--- src/rtl/register_writeback_pkg.sv ---
`default_nettype none
// ============================================================================
// Module : register_writeback_pkg
// Brief  : Shared types and constants for the register-file writeback stage:
//          write-request record, arbiter state encoding, x0 index.
// Rev    : 1.0  initial release
// ============================================================================
package register_writeback_pkg;

  localparam int c_DEF_DATA_WIDTH = 32;
  localparam int c_DEF_ADDR_WIDTH = 5;

  // Register index that is hard-wired to zero and must never be written.
  localparam int c_X0_ADDR = 0;

  // Write request at the default widths (address + data).
  typedef struct packed {
    logic [c_DEF_ADDR_WIDTH-1:0] addr;
    logic [c_DEF_DATA_WIDTH-1:0] data;
  } wb_req_t;

  // IDLE: hold buffer empty; HOLD: hold buffer carries a deferred ALU result.
  typedef enum logic [0:0] {
    IDLE = 1'b0,
    HOLD = 1'b1
  } wb_state_t;

endpackage
`default_nettype wire

--- src/rtl/register_writeback_hold.sv ---
`default_nettype none
// ============================================================================
// Module : writeback_hold
// Brief  : One-entry buffer for a write request (address + data) with a
//          load enable and synchronous active-high reset. Plain register
//          outputs.
// Rev    : 1.0  initial release
// ============================================================================
module writeback_hold #(
  parameter int ADDR_WIDTH = 5,
  parameter int DATA_WIDTH = 32
) (
  input  logic                  i_Clock,
  input  logic                  i_Reset,
  input  logic                  i_Load,
  input  logic [ADDR_WIDTH-1:0] i_Addr,
  input  logic [DATA_WIDTH-1:0] i_Data,
  output logic [ADDR_WIDTH-1:0] o_Addr,
  output logic [DATA_WIDTH-1:0] o_Data
);

  logic [ADDR_WIDTH-1:0] r_Addr;
  logic [DATA_WIDTH-1:0] r_Data;

  // Capture the request on load; reset empties the entry.
  always_ff @(posedge i_Clock) begin
    if (i_Reset) begin
      r_Addr <= '0;
      r_Data <= '0;
    end else if (i_Load) begin
      r_Addr <= i_Addr;
      r_Data <= i_Data;
    end
  end

  assign o_Addr = r_Addr;
  assign o_Data = r_Data;

endmodule
`default_nettype wire

--- src/rtl/register_writeback.sv ---
`default_nettype none
// ============================================================================
// Module : register_writeback
// Brief  : Arbitrates ALU and load results onto the single register-file
//          write port. Load wins a collision; the ALU result is parked in a
//          one-entry hold buffer and written on the following cycle. Writes
//          to x0 complete the handshake but never assert the write enable.
// Config : REGISTER_WRITEBACK_BYPASS_EN adds o_FwdValid/o_FwdAddr/o_FwdData,
//          a combinational view of the write being registered this cycle.
// Rev    : 1.0  initial release
// ============================================================================
module register_writeback
  import register_writeback_pkg::*;
#(
  parameter int                    DATA_WIDTH = c_DEF_DATA_WIDTH,
  parameter int                    ADDR_WIDTH = c_DEF_ADDR_WIDTH,
  parameter logic [DATA_WIDTH-1:0] INIT       = '0
) (
  input  logic                  i_Clock,
  input  logic                  i_Reset,
  input  logic                  i_AluValid,
  input  logic [ADDR_WIDTH-1:0] i_AluAddr,
  input  logic [DATA_WIDTH-1:0] i_AluData,
  output logic                  o_AluReady,
  input  logic                  i_MemValid,
  input  logic [ADDR_WIDTH-1:0] i_MemAddr,
  input  logic [DATA_WIDTH-1:0] i_MemData,
  output logic                  o_MemReady,
`ifdef REGISTER_WRITEBACK_BYPASS_EN
  output logic                  o_FwdValid,
  output logic [ADDR_WIDTH-1:0] o_FwdAddr,
  output logic [DATA_WIDTH-1:0] o_FwdData,
`endif
  output logic                  o_WrEnable,
  output logic [ADDR_WIDTH-1:0] o_WrAddr,
  output logic [DATA_WIDTH-1:0] o_WrData,
  output logic                  o_Busy
);

  localparam logic [ADDR_WIDTH-1:0] c_X0 = ADDR_WIDTH'(c_X0_ADDR);

  wb_state_t             r_State;
  wb_state_t             w_NextState;

  logic                  w_AluReady;
  logic                  w_MemReady;
  logic                  w_HoldLoad;
  logic                  w_WrReq;
  logic [ADDR_WIDTH-1:0] w_WrAddr;
  logic [DATA_WIDTH-1:0] w_WrData;

  logic [ADDR_WIDTH-1:0] w_HoldAddr;
  logic [DATA_WIDTH-1:0] w_HoldData;

  logic                  r_WrEnable;
  logic [ADDR_WIDTH-1:0] r_WrAddr;
  logic [DATA_WIDTH-1:0] r_WrData;

  // State register; reset always lands in IDLE, dropping any held entry.
  always_ff @(posedge i_Clock) begin
    if (i_Reset) begin
      r_State <= IDLE;
    end else begin
      r_State <= w_NextState;
    end
  end

  // Next-state, handshake readiness and selection of the write for next cycle.
  always_comb begin
    w_NextState = r_State;
    w_AluReady  = 1'b0;
    w_MemReady  = 1'b0;
    w_HoldLoad  = 1'b0;
    w_WrReq     = 1'b0;
    w_WrAddr    = c_X0;
    w_WrData    = INIT;

    case (r_State)
      IDLE: begin
        w_AluReady = ~i_Reset;
        w_MemReady = ~i_Reset;
        if (i_MemValid && w_MemReady) begin
          w_WrReq  = 1'b1;
          w_WrAddr = i_MemAddr;
          w_WrData = i_MemData;
          // Load has priority; a simultaneous ALU result is deferred.
          if (i_AluValid) begin
            w_HoldLoad  = 1'b1;
            w_NextState = HOLD;
          end
        end else if (i_AluValid && w_AluReady) begin
          w_WrReq  = 1'b1;
          w_WrAddr = i_AluAddr;
          w_WrData = i_AluData;
        end
      end
      HOLD: begin
        // Both sources are stalled here, so the held entry cannot be starved.
        w_WrReq     = 1'b1;
        w_WrAddr    = w_HoldAddr;
        w_WrData    = w_HoldData;
        w_NextState = IDLE;
      end
      default: begin
        w_NextState = IDLE;
      end
    endcase

    if (i_Reset) begin
      w_NextState = IDLE;
    end
  end

  writeback_hold #(
    .ADDR_WIDTH (ADDR_WIDTH),
    .DATA_WIDTH (DATA_WIDTH)
  ) u_hold (
    .i_Clock (i_Clock),
    .i_Reset (i_Reset),
    .i_Load  (w_HoldLoad),
    .i_Addr  (i_AluAddr),
    .i_Data  (i_AluData),
    .o_Addr  (w_HoldAddr),
    .o_Data  (w_HoldData)
  );

  // Registered write port; x0 requests keep address/data but drop the enable.
  always_ff @(posedge i_Clock) begin
    if (i_Reset) begin
      r_WrEnable <= 1'b0;
      r_WrAddr   <= '0;
      r_WrData   <= INIT;
    end else if (w_WrReq) begin
      r_WrEnable <= (w_WrAddr != c_X0);
      r_WrAddr   <= w_WrAddr;
      r_WrData   <= w_WrData;
    end else begin
      r_WrEnable <= 1'b0;
      r_WrAddr   <= '0;
      r_WrData   <= INIT;
    end
  end

  assign o_AluReady = w_AluReady;
  assign o_MemReady = w_MemReady;
  assign o_WrEnable = r_WrEnable;
  assign o_WrAddr   = r_WrAddr;
  assign o_WrData   = r_WrData;
  assign o_Busy     = (r_State == HOLD);

`ifdef REGISTER_WRITEBACK_BYPASS_EN
  assign o_FwdValid = w_WrReq && (w_WrAddr != c_X0) && !i_Reset;
  assign o_FwdAddr  = w_WrAddr;
  assign o_FwdData  = w_WrData;
`endif

endmodule
`default_nettype wire

--- config.mk ---
export PLATFORM = sky130hd
export DESIGN_NAME = register_writeback
export DESIGN_NICKNAME = d
export VERILOG_FILES = /design/src/rtl/register_writeback_pkg.sv /design/src/rtl/register_writeback_hold.sv /design/src/rtl/register_writeback.sv
export SDC_FILE = /design/constraint.sdc
export NUM_CORES = 1
export LEC_CHECK = 0
export ABC_AREA = 1
export BUFFER_PORTS_ARGS = -buffer_cell sky130_fd_sc_hd__buf_4
export CAP_MARGIN = 20
export CELL_PAD_IN_SITES_DETAIL_PLACEMENT = 1
export CELL_PAD_IN_SITES_GLOBAL_PLACEMENT = 1
export CORE_MARGIN = 5
export CORE_UTILIZATION = 37
export CTS_CLUSTER_DIAMETER = 50
export DETAILED_ROUTE_END_ITERATION = 6
export MAX_ROUTING_LAYER = met4
export PLACE_DENSITY_LB_ADDON = 0.1
export SLEW_MARGIN = 20
export SYNTH_ARGS = -nofsm -noshare
export SYNTH_HDL_FRONTEND = slang
export SYNTH_HIERARCHICAL = 1
export SYNTH_SLANG_ARGS = --single-unit
--- constraint.sdc ---
create_clock -name i_Clock -period 3.3 [get_ports i_Clock]
set_clock_uncertainty 0.2 [all_clocks]
set_input_delay 0.165 -clock i_Clock [delete_from_list [all_inputs] [get_ports i_Clock]]
set_output_delay 0.165 -clock i_Clock [all_outputs]
set_load 0.03 [all_outputs]
### Word-level counts from Yosys, hierarchy flattened

Cells that the tools add are included.

| storage, ports and cells | value |
|---|---|
| flip-flop bits (word level) | 76 |
| input bits | 78 |
| output and inout port bits | 41 |
| word-level logic and storage cells | 27 |

| operators by class | value |
|---|---|
| multiplexer cells | 14 |
| bitwise operators | 3 |
| reductions and logical operators | 4 |

Operator list:

| kind | count |
|---|---|
| 2-to-1 mux 32 bit | 2 |
| one-hot mux 32 bit (2 select lines) | 1 |
| 2-to-1 mux 5 bit | 2 |
| one-hot mux 5 bit (2 select lines) | 1 |
| 2-to-1 mux 1 bit | 6 |
| nonzero test 5 bit | 1 |
| one-hot mux 1 bit (2 select lines) | 2 |
| NOT 1 bit | 3 |
| logical AND 1 bit | 2 |
| OR reduction 2 bit | 1 |

### Longest topological paths before layout

Gate-level depths: netlist of run 1.

| depth | value |
|---|---|
| depth in word-level cells | 7 |
| mapped depth | 9 |
| gate-level depth less buffers | 8 |

### Modules after synthesis

The synthesis of run 1 kept the hierarchy.

By module, submodules not included:

| module | times used | cells each | area each (sq um) | seq. area each (sq um) |
|---|---|---|---|---|
| register_writeback | 1 | 241 | 1834.3 | 780.7 |
| writeback_hold | 1 | 234 | 1522.7 | 740.7 |

### Worst setup path after synthesis of run 1

OpenSTA, ideal clock, no wires.

| timing | value |
|---|---|
| kind | flip-flop to flip-flop |
| from | reg r_State (netlist: o_Busy) |
| to | reg r_WrEnable (netlist: o_WrEnable) |
| library setup time | 0.117 ns |
| data arrival time | 1.287 ns |
| data required time | 2.983 ns |
| slack | 1.696 ns |
| stages on the path, launching flop included | 8 |
| buffers on the path | 1 |
| clock period less this slack | 1.604 ns |
| cells stage by stage | dfxtp_1 -> inv_2 -> buf_6 -> or2_2 -> nand2_1 -> nand3_1 -> nor2_1 -> nor2_1 |

| between the ends | value |
|---|---|
| word-level cells in the longest chain between the ends | 4 |
| elaborated cells between the ends (all ways) | 6 |
| those cells by class | mux (2); bitwise (2); reduce/logical (2) |

Ends and longest elaborated chain:

| element | RTL line | source |
|---|---|---|
| start, declared | register_writeback.sv:42 | `wb_state_t r_State;` |
| start signal, assigned | register_writeback.sv:64 | `r_State <= w_NextState;` |
| NOT 1 bit | - |  |
| one-hot mux 1 bit (2 select lines) | register_writeback.sv:78 | `case (r_State)` |
| NOT 1 bit (no line) | - |  |
| OR reduction 2 bit (no line) | - |  |
| end signal, assigned | register_writeback.sv:134 | `r_WrEnable <= (w_WrAddr != c_X0);` |
| end, declared | register_writeback.sv:55 | `logic r_WrEnable;` |

Parallel ways exist; a longest one is shown, timed or not.
A chain may end at the register's enable or synchronous reset.

### Worst setup path after layout of run 1

| timing | value |
|---|---|
| from | in i_Reset |
| to | reg r_WrData[14] (netlist: o_WrData[14]) |

| between the ends | value |
|---|---|
| word-level cells in the longest chain between the ends | 7 |
| elaborated cells between the ends (all ways) | 11 |
| those cells by class | mux (6); bitwise (2); reduce/logical (3) |

Ends and longest elaborated chain:

| element | RTL line | source |
|---|---|---|
| start, declared | register_writeback.sv:20 | `input logic i_Reset,` |
| NOT 1 bit | register_writeback.sv:80, register_writeback.sv:81 |  |
| logical AND 1 bit | register_writeback.sv:91 | `end else if (i_AluValid && w_AluReady) begin` |
| 2-to-1 mux 1 bit | register_writeback.sv:91 |  |
| 2-to-1 mux 1 bit | register_writeback.sv:82 | `if (i_MemValid && w_MemReady) begin` |
| one-hot mux 1 bit (2 select lines) | register_writeback.sv:78 |  |
| NOT 1 bit (no line) | - |  |
| OR reduction 2 bit (no line) | - |  |
| end signal, assigned | register_writeback.sv:136 | `r_WrData <= w_WrData;` |
| end, declared | register_writeback.sv:57 | `logic [DATA_WIDTH-1:0] r_WrData;` |

Parallel ways exist; a longest one is shown, timed or not.

==> metrics, run 1 <==
status complete, no violations; die area approximately 11,000 sq um; core region area about 9000 sq um; wire length per cell 16.3 um; Clk pin slew, worst setup/hold paths 80 ps; total CTS buffers 9; worst slew pin tran 975 ps; top achievable clock speed approximately 0.38 GHz; final WL 12,900 um; Initial DRC Count 139; CP most frequent cell dlygate4sd3_1; CP endpoint kind flip-flop; Worst Path Buf+Inv 3; H-tree depth 3; hold path start i_MemAddr[2]; P&R area growth vs syn 62.5%; Primary FF master, synth dfxtp_1; initial antenna violation count 1; most common cell in the netlist nand2_1; initial core utilization 0.383; cell row count 34; die width 105 um; crit-path max FO 37; top cell type's share of synthesized area 0.453; Final Hold Fails 0; number of gates resized after CTS 0; drt via density 4.90; final core utilization 0.623; Crit-path slowest cell nor2_4; CTS tree built; antenna viol nets, final 0; post-synthesis average cell area 7.07 sq um; fin nets 754; root buffer cell clkbuf_8; Required @ worst endpoint between 3000 and 4000 ps; IO Count ~120; fin crit share 0.792; synth top area cells dfxtp_1 45%, nand2_1 13%, nor2_1 9.5%; Synth Cell Area around 3400 sq um; maximum vdd ir drop a little under 0.0002 V; P_leak 2.59 nW; ys async rst share 0; largest net degree at the start of global routing 75; startpoint types input port; clk buf depth 2; vias in the first global route 4,358; RSZ-0062 raised after global routing false; Unique masters post-synth 20; All-Layer GR Usage 0.240; PD cells 432 nW/um^2; FF-to-FF Start o_Busy; number of enable flip-flop cells after synthesis 0; final instance area 5460 sq um; Yosys top cell by area dfxtp_1; YS warnings 6; CP peak stage delay 770 ps; Post-DP Area 4170 sq um; Max Slew Vio Count 0; Fillers about 1,100; WHS Endpoint o_WrAddr[2]; latest clock arrival within the worst-skew pair 350 ps; detailed placer's ending HPWL 6480 um; vias 3,869; Synth Register Bits 76; Initial DRT Pass Iterations 4; first-pass GRT wire length 21,100 um; fin crit period 2610 ps; Mapped Nets around 550; grt ovf 0; crit-path leading delay family buffers and inverters; r2r worst-path depth 5; HP Class in2reg; max cap viols 0; Final setup viols 0; Port Buffer Count 118; top cells by count, synth 118 x nand2_1, 85 x nor2_1, 76 x dfxtp_1; layout cells sized above 1 0.217; hold path cells 5; clk sinks 76; cells after synthesis 475; Die H 105 um; WS Path Type in2reg; Worst slew margin 0.348; DRC 0; sequential area share after synthesis 0.453; Crit path arrival time between 2000 and 3000 ps; CP Cell Sequence dlygate4sd3_1 > buf_4 > nor2_4 > nand3_1 > a31oi_1 > dlygate4sd3_1; R2R Path End o_WrData[23]; routability cong. 0.728; Setup TNS 0 ps; R2R Setup Slk 740 ps
area by class of cell:
class | instances | area (sq um) | area share
diodes | 1 | 2.50 | 0.000459
clock buffers | 12 | 155 | 0.0284
clock inverters | 4 | 95.1 | 0.0174
inverters | 46 | 173 | 0.0316
multi-input cells | 319 | 1440 | 0.263
flip-flops and latches | 76 | 1520 | 0.279
well taps | 108 | 135 | 0.0248
repair buffers | 224 | 1940 | 0.355
logic make-up (layout without fill, tap and decap cells):
family                 Yosys count  after routing  synth area share
buffers and inverters           80            286             0.121
DFF                             76             76             0.453
and+or+nand+nor                254            254             0.312
AOI/OAI and AO/OA               65             65             0.114
other                            0              1                 0
metrics by stage:
step                hold WS (ps)  power (mW)  cells  setup WS, ps
global route                56.4        2.45    790           588
CTS                         7.87        2.36    789           799
global placement             252        1.36    670          1130
detailed placement           254        1.37    670          1100
finish                      21.2        2.36    790           687
floorplan                    126        1.22    475          1700
registers in the layout, indices dropped and copies added (netlist names):
signal and flops:
o_WrData 32, u_hold/o_Data 32, o_WrAddr 5, u_hold/o_Addr 5
o_Busy 1, o_WrEnable 1
worst max-delay path by stage:
stage          startpoint      endpoint  cells after the start
2_1_floorplan      o_Busy    o_WrEnable                      7
3_3_place_gp   i_MemValid   o_WrAddr[1]                      5
3_5_place_dp   i_MemValid   o_WrAddr[1]                      5
4_1_cts            o_Busy  o_WrData[19]                      5
5_1_grt           i_Reset  o_WrData[19]                      6
6_report          i_Reset  o_WrData[14]                      6
worst min-delay path: stages:
cell and delay [ps]:
buf_4 80, nand2_1 50, nand3_1 70, nand2_1 80, nor2_1 90
cell usage in the layout (no fill, tap or decap), types with 2 or more instances in the layout:
master | synthesis | final
a31oi_1 | 32 | 32
buf_4 | 8 | 121
bufinv_16 | 0 | 3
clkbuf_8 | 0 | 11
dfxtp_1 | 76 | 76
dlygate4sd3_1 | 0 | 103
inv_1 | 43 | 43
inv_2 | 3 | 3
nand2_1 | 118 | 118
nand3_1 | 42 | 42
nor2_1 | 85 | 85
o21ai_0 | 2 | 2
o21ai_1 | 30 | 30
or2_2 | 5 | 5
per-layer routing:
metal | track usage | wire [um] | share of wire | up-vias
li1 | - | - | - | 1904
met1 | 0.258 | 5190 | 0.40 | 1836
met2 | 0.441 | 6890 | 0.53 | 107
met3 | 0.0324 | 553 | 0.043 | 22
met4 | 0.0950 | 250 | 0.019 | 0
met5 | - | 0 | 0 | -
power by group:
part,internal [mW],total (mW),switching (mW)
sequential,0.965,0.986,0.0218
clock,0.544,0.898,0.355
combinational,0.229,0.472,0.243
total,1.74,2.36,0.620
what timing repair did:
item / CTS / global route
hold endpoints to repair: 72 / 0
setup buffers: 0 / 0
hold buffers: 103 / 0
No activity file was read; power rests on OpenSTA's default activity.
==> run 2, diff against run 1 <==
--- a/config.mk
+++ b/config.mk
@@ -11,7 +11,7 @@
 export CELL_PAD_IN_SITES_DETAIL_PLACEMENT = 1
 export CELL_PAD_IN_SITES_GLOBAL_PLACEMENT = 1
 export CORE_MARGIN = 5
-export CORE_UTILIZATION = 37
+export CORE_UTILIZATION = 34
 export CTS_CLUSTER_DIAMETER = 50
 export DETAILED_ROUTE_END_ITERATION = 6
 export MAX_ROUTING_LAYER = met4
==> constraint.sdc (replaced) <==
create_clock -name i_Clock -period 2.5 [get_ports i_Clock]
set_clock_uncertainty 0.2 [all_clocks]
set_input_delay 0.125 -clock i_Clock [delete_from_list [all_inputs] [get_ports i_Clock]]
set_output_delay 0.125 -clock i_Clock [all_outputs]
set_load 0.03 [all_outputs]
==> run 2 against run 1 <==
Setup slack got worse by 530 ps. Cell area fell by 0.64%. Core utilization fell by 6.3 points. Die area rose by 8.0%. Critical path depth did not move. Combinational power rose by 32%. Flip-flop and latch count did not move. Sequential power rose by 32%. Final cell count rose by 3.0%. Hold slack got worse by 5.7 ps. Highest routed layer unchanged.
==> metrics, run 2 (synthesis gave the netlist of run 1 again) <==
antenna viol nets, final 0; Initial DRT Pass Iterations 5; IO Count approximately 120; Crit path arrival time ~2400 ps; status complete, no violations; clk buf depth 2; clk sinks between 70 and 80; CP peak stage delay 560 ps; max cap viols 0; worst slew pin tran 750 ps; Tot Pwr 2.78 mW; detailed placer's ending HPWL around 6600 um; H-tree depth 3; P_leak between 2 and 3 nW; Clock Power Share 0.308; final WL around 12,000 um; root buffer cell clkbuf_8; vias in the first global route 4,105; PD cells ~510 nW/um^2; Max Slew Vio Count 0; commonest non-fill, non-tap cells in the layout 123 x buf_4, 118 x nand2_1, 100 x dlygate4sd3_1; initial core utilization 0.347; Clk pin slew, worst setup/hold paths 80 ps; P&R area growth vs syn 61.5%; RSZ-0062 raised after global routing false; maximum vdd ir drop 0.000284 V; latest clock arrival within the worst-skew pair 340 ps; switching share of total power 0.285; Initial DRC Count 112; Int Pwr 1.98 mW; top achievable clock speed 0.426 GHz; wire length per cell 15.0 um; Multi-input gate area 1460 sq um; # Post-CTS Setup Buffers 0; Crit-path slowest cell dlygate4sd3_1; CP endpoint kind flip-flop; HP Class in2reg; n_diodes 0; startpoint types flip-flop; Port Buffer Count 118; CTS tree built; Die H 109 um; crit-path leading delay family buffers and inverters; total CTS buffers 9; Final setup viols 0; first-pass GRT wire length 19,700 um; core region area 9680 sq um; cell row count 36; DRC 0; grt ovf 0; Required @ worst endpoint 2590 ps; Final Hold Fails 0; drt via density 4.72; Register Area roughly 1500 sq um; WS Path Type reg2reg; fin crit share 0.938; power share of the sequential group 0.468; die width 109 um; routability cong. about 0.76; Setup TNS 0 ps; Fillers 1,184; Logic pwr share 0.224; Worst slew margin 0.499; All-Layer GR Usage 0.215; initial antenna violation count 0; crit-path max FO 46; fin nets 755; Switching Power 791 uW; CP Cell Sequence inv_2 > buf_6 > buf_4 > o21ai_1 > a31oi_1 > dlygate4sd3_1; commonest non-fill, non-tap cell in the layout buf_4; largest net degree at the start of global routing 55; die area 12,000 sq um; Worst Path Buf+Inv 4; layout cells sized above 1 0.220; vias 3,846; fin crit period 2350 ps
[run 2: repair_timing]
| item | 4_1_cts | 5_1_grt |
|---|---|---|
| hold buffers | 100 | 0 |
| resized for setup | 0 | 2 |
| endpoints found under the setup margin | 0 | 27 |
| endpoints found under the hold margin | 72 | 0 |
[run 2: worst paths after layout]
kind                    startpoint  cells after the start  slack (ps)               end
setup / recovery            o_Busy                      6         150      o_WrData[25]
hold / removal        i_MemAddr[4]                      5          20       o_WrAddr[4]
setup reg to reg            o_Busy                      6         150      o_WrData[25]
hold reg to reg   u_hold/o_Addr[4]                      2         270  u_hold/o_Addr[4]
[run 2: area by class of cell]
type / instances / share of cell area
Timing Repair Buffer: 224 / 0.357
Inverter: 46 / 0.0318
Sequential cell: 76 / 0.281
Clock buffer: 13 / 0.0293
Clock inverter: 2 / 0.00185
Multi-Input combinational cell: 320 / 0.269
Tap cell: 133 / 0.0307
[run 2: through the flow]
| stage | worst slack (ps) | area, sq um | util | hold slack (ps) | instances |
|---|---|---|---|---|---|
| final | 154 | 5420 | 0.560 | 15.5 | 814 |
| after detailed placement | 519 | 4230 | 0.436 | 213 | 698 |
| after global routing | 11.2 | 5420 | 0.560 | 34.2 | 814 |
| after floorplan | 896 | 3360 | - | 86.1 | 475 |
| after global placement | 565 | 4230 | 0.436 | 211 | 698 |
| after CTS | 25.6 | 5400 | 0.557 | 0.506 | 813 |
[run 2: tightest hold or removal path: stages]
cell     delay [ps]
buf_4            70
nand2_1          40
nand3_1          70
nand2_1         100
nor2_1           90
[run 2: metal layers]
layer	share of wire	routed length, um	global-route usage
met1	0.42	5170	0.250
met5	0	0	-
met3	0.035	429	0.0311
met4	0.011	130	0.0579
met2	0.53	6470	0.386
[run 2: power by group through the flow]
stage / registers [mW] / clock network [mW] / logic (mW)
after floorplan: 1.39 / 0 / 0.224
after global placement: 1.33 / 0 / 0.477
after detailed placement: 1.33 / 0 / 0.488
after CTS: 1.30 / 0.874 / 0.610
after global routing: 1.31 / 0.923 / 0.682
final: 1.30 / 0.854 / 0.622
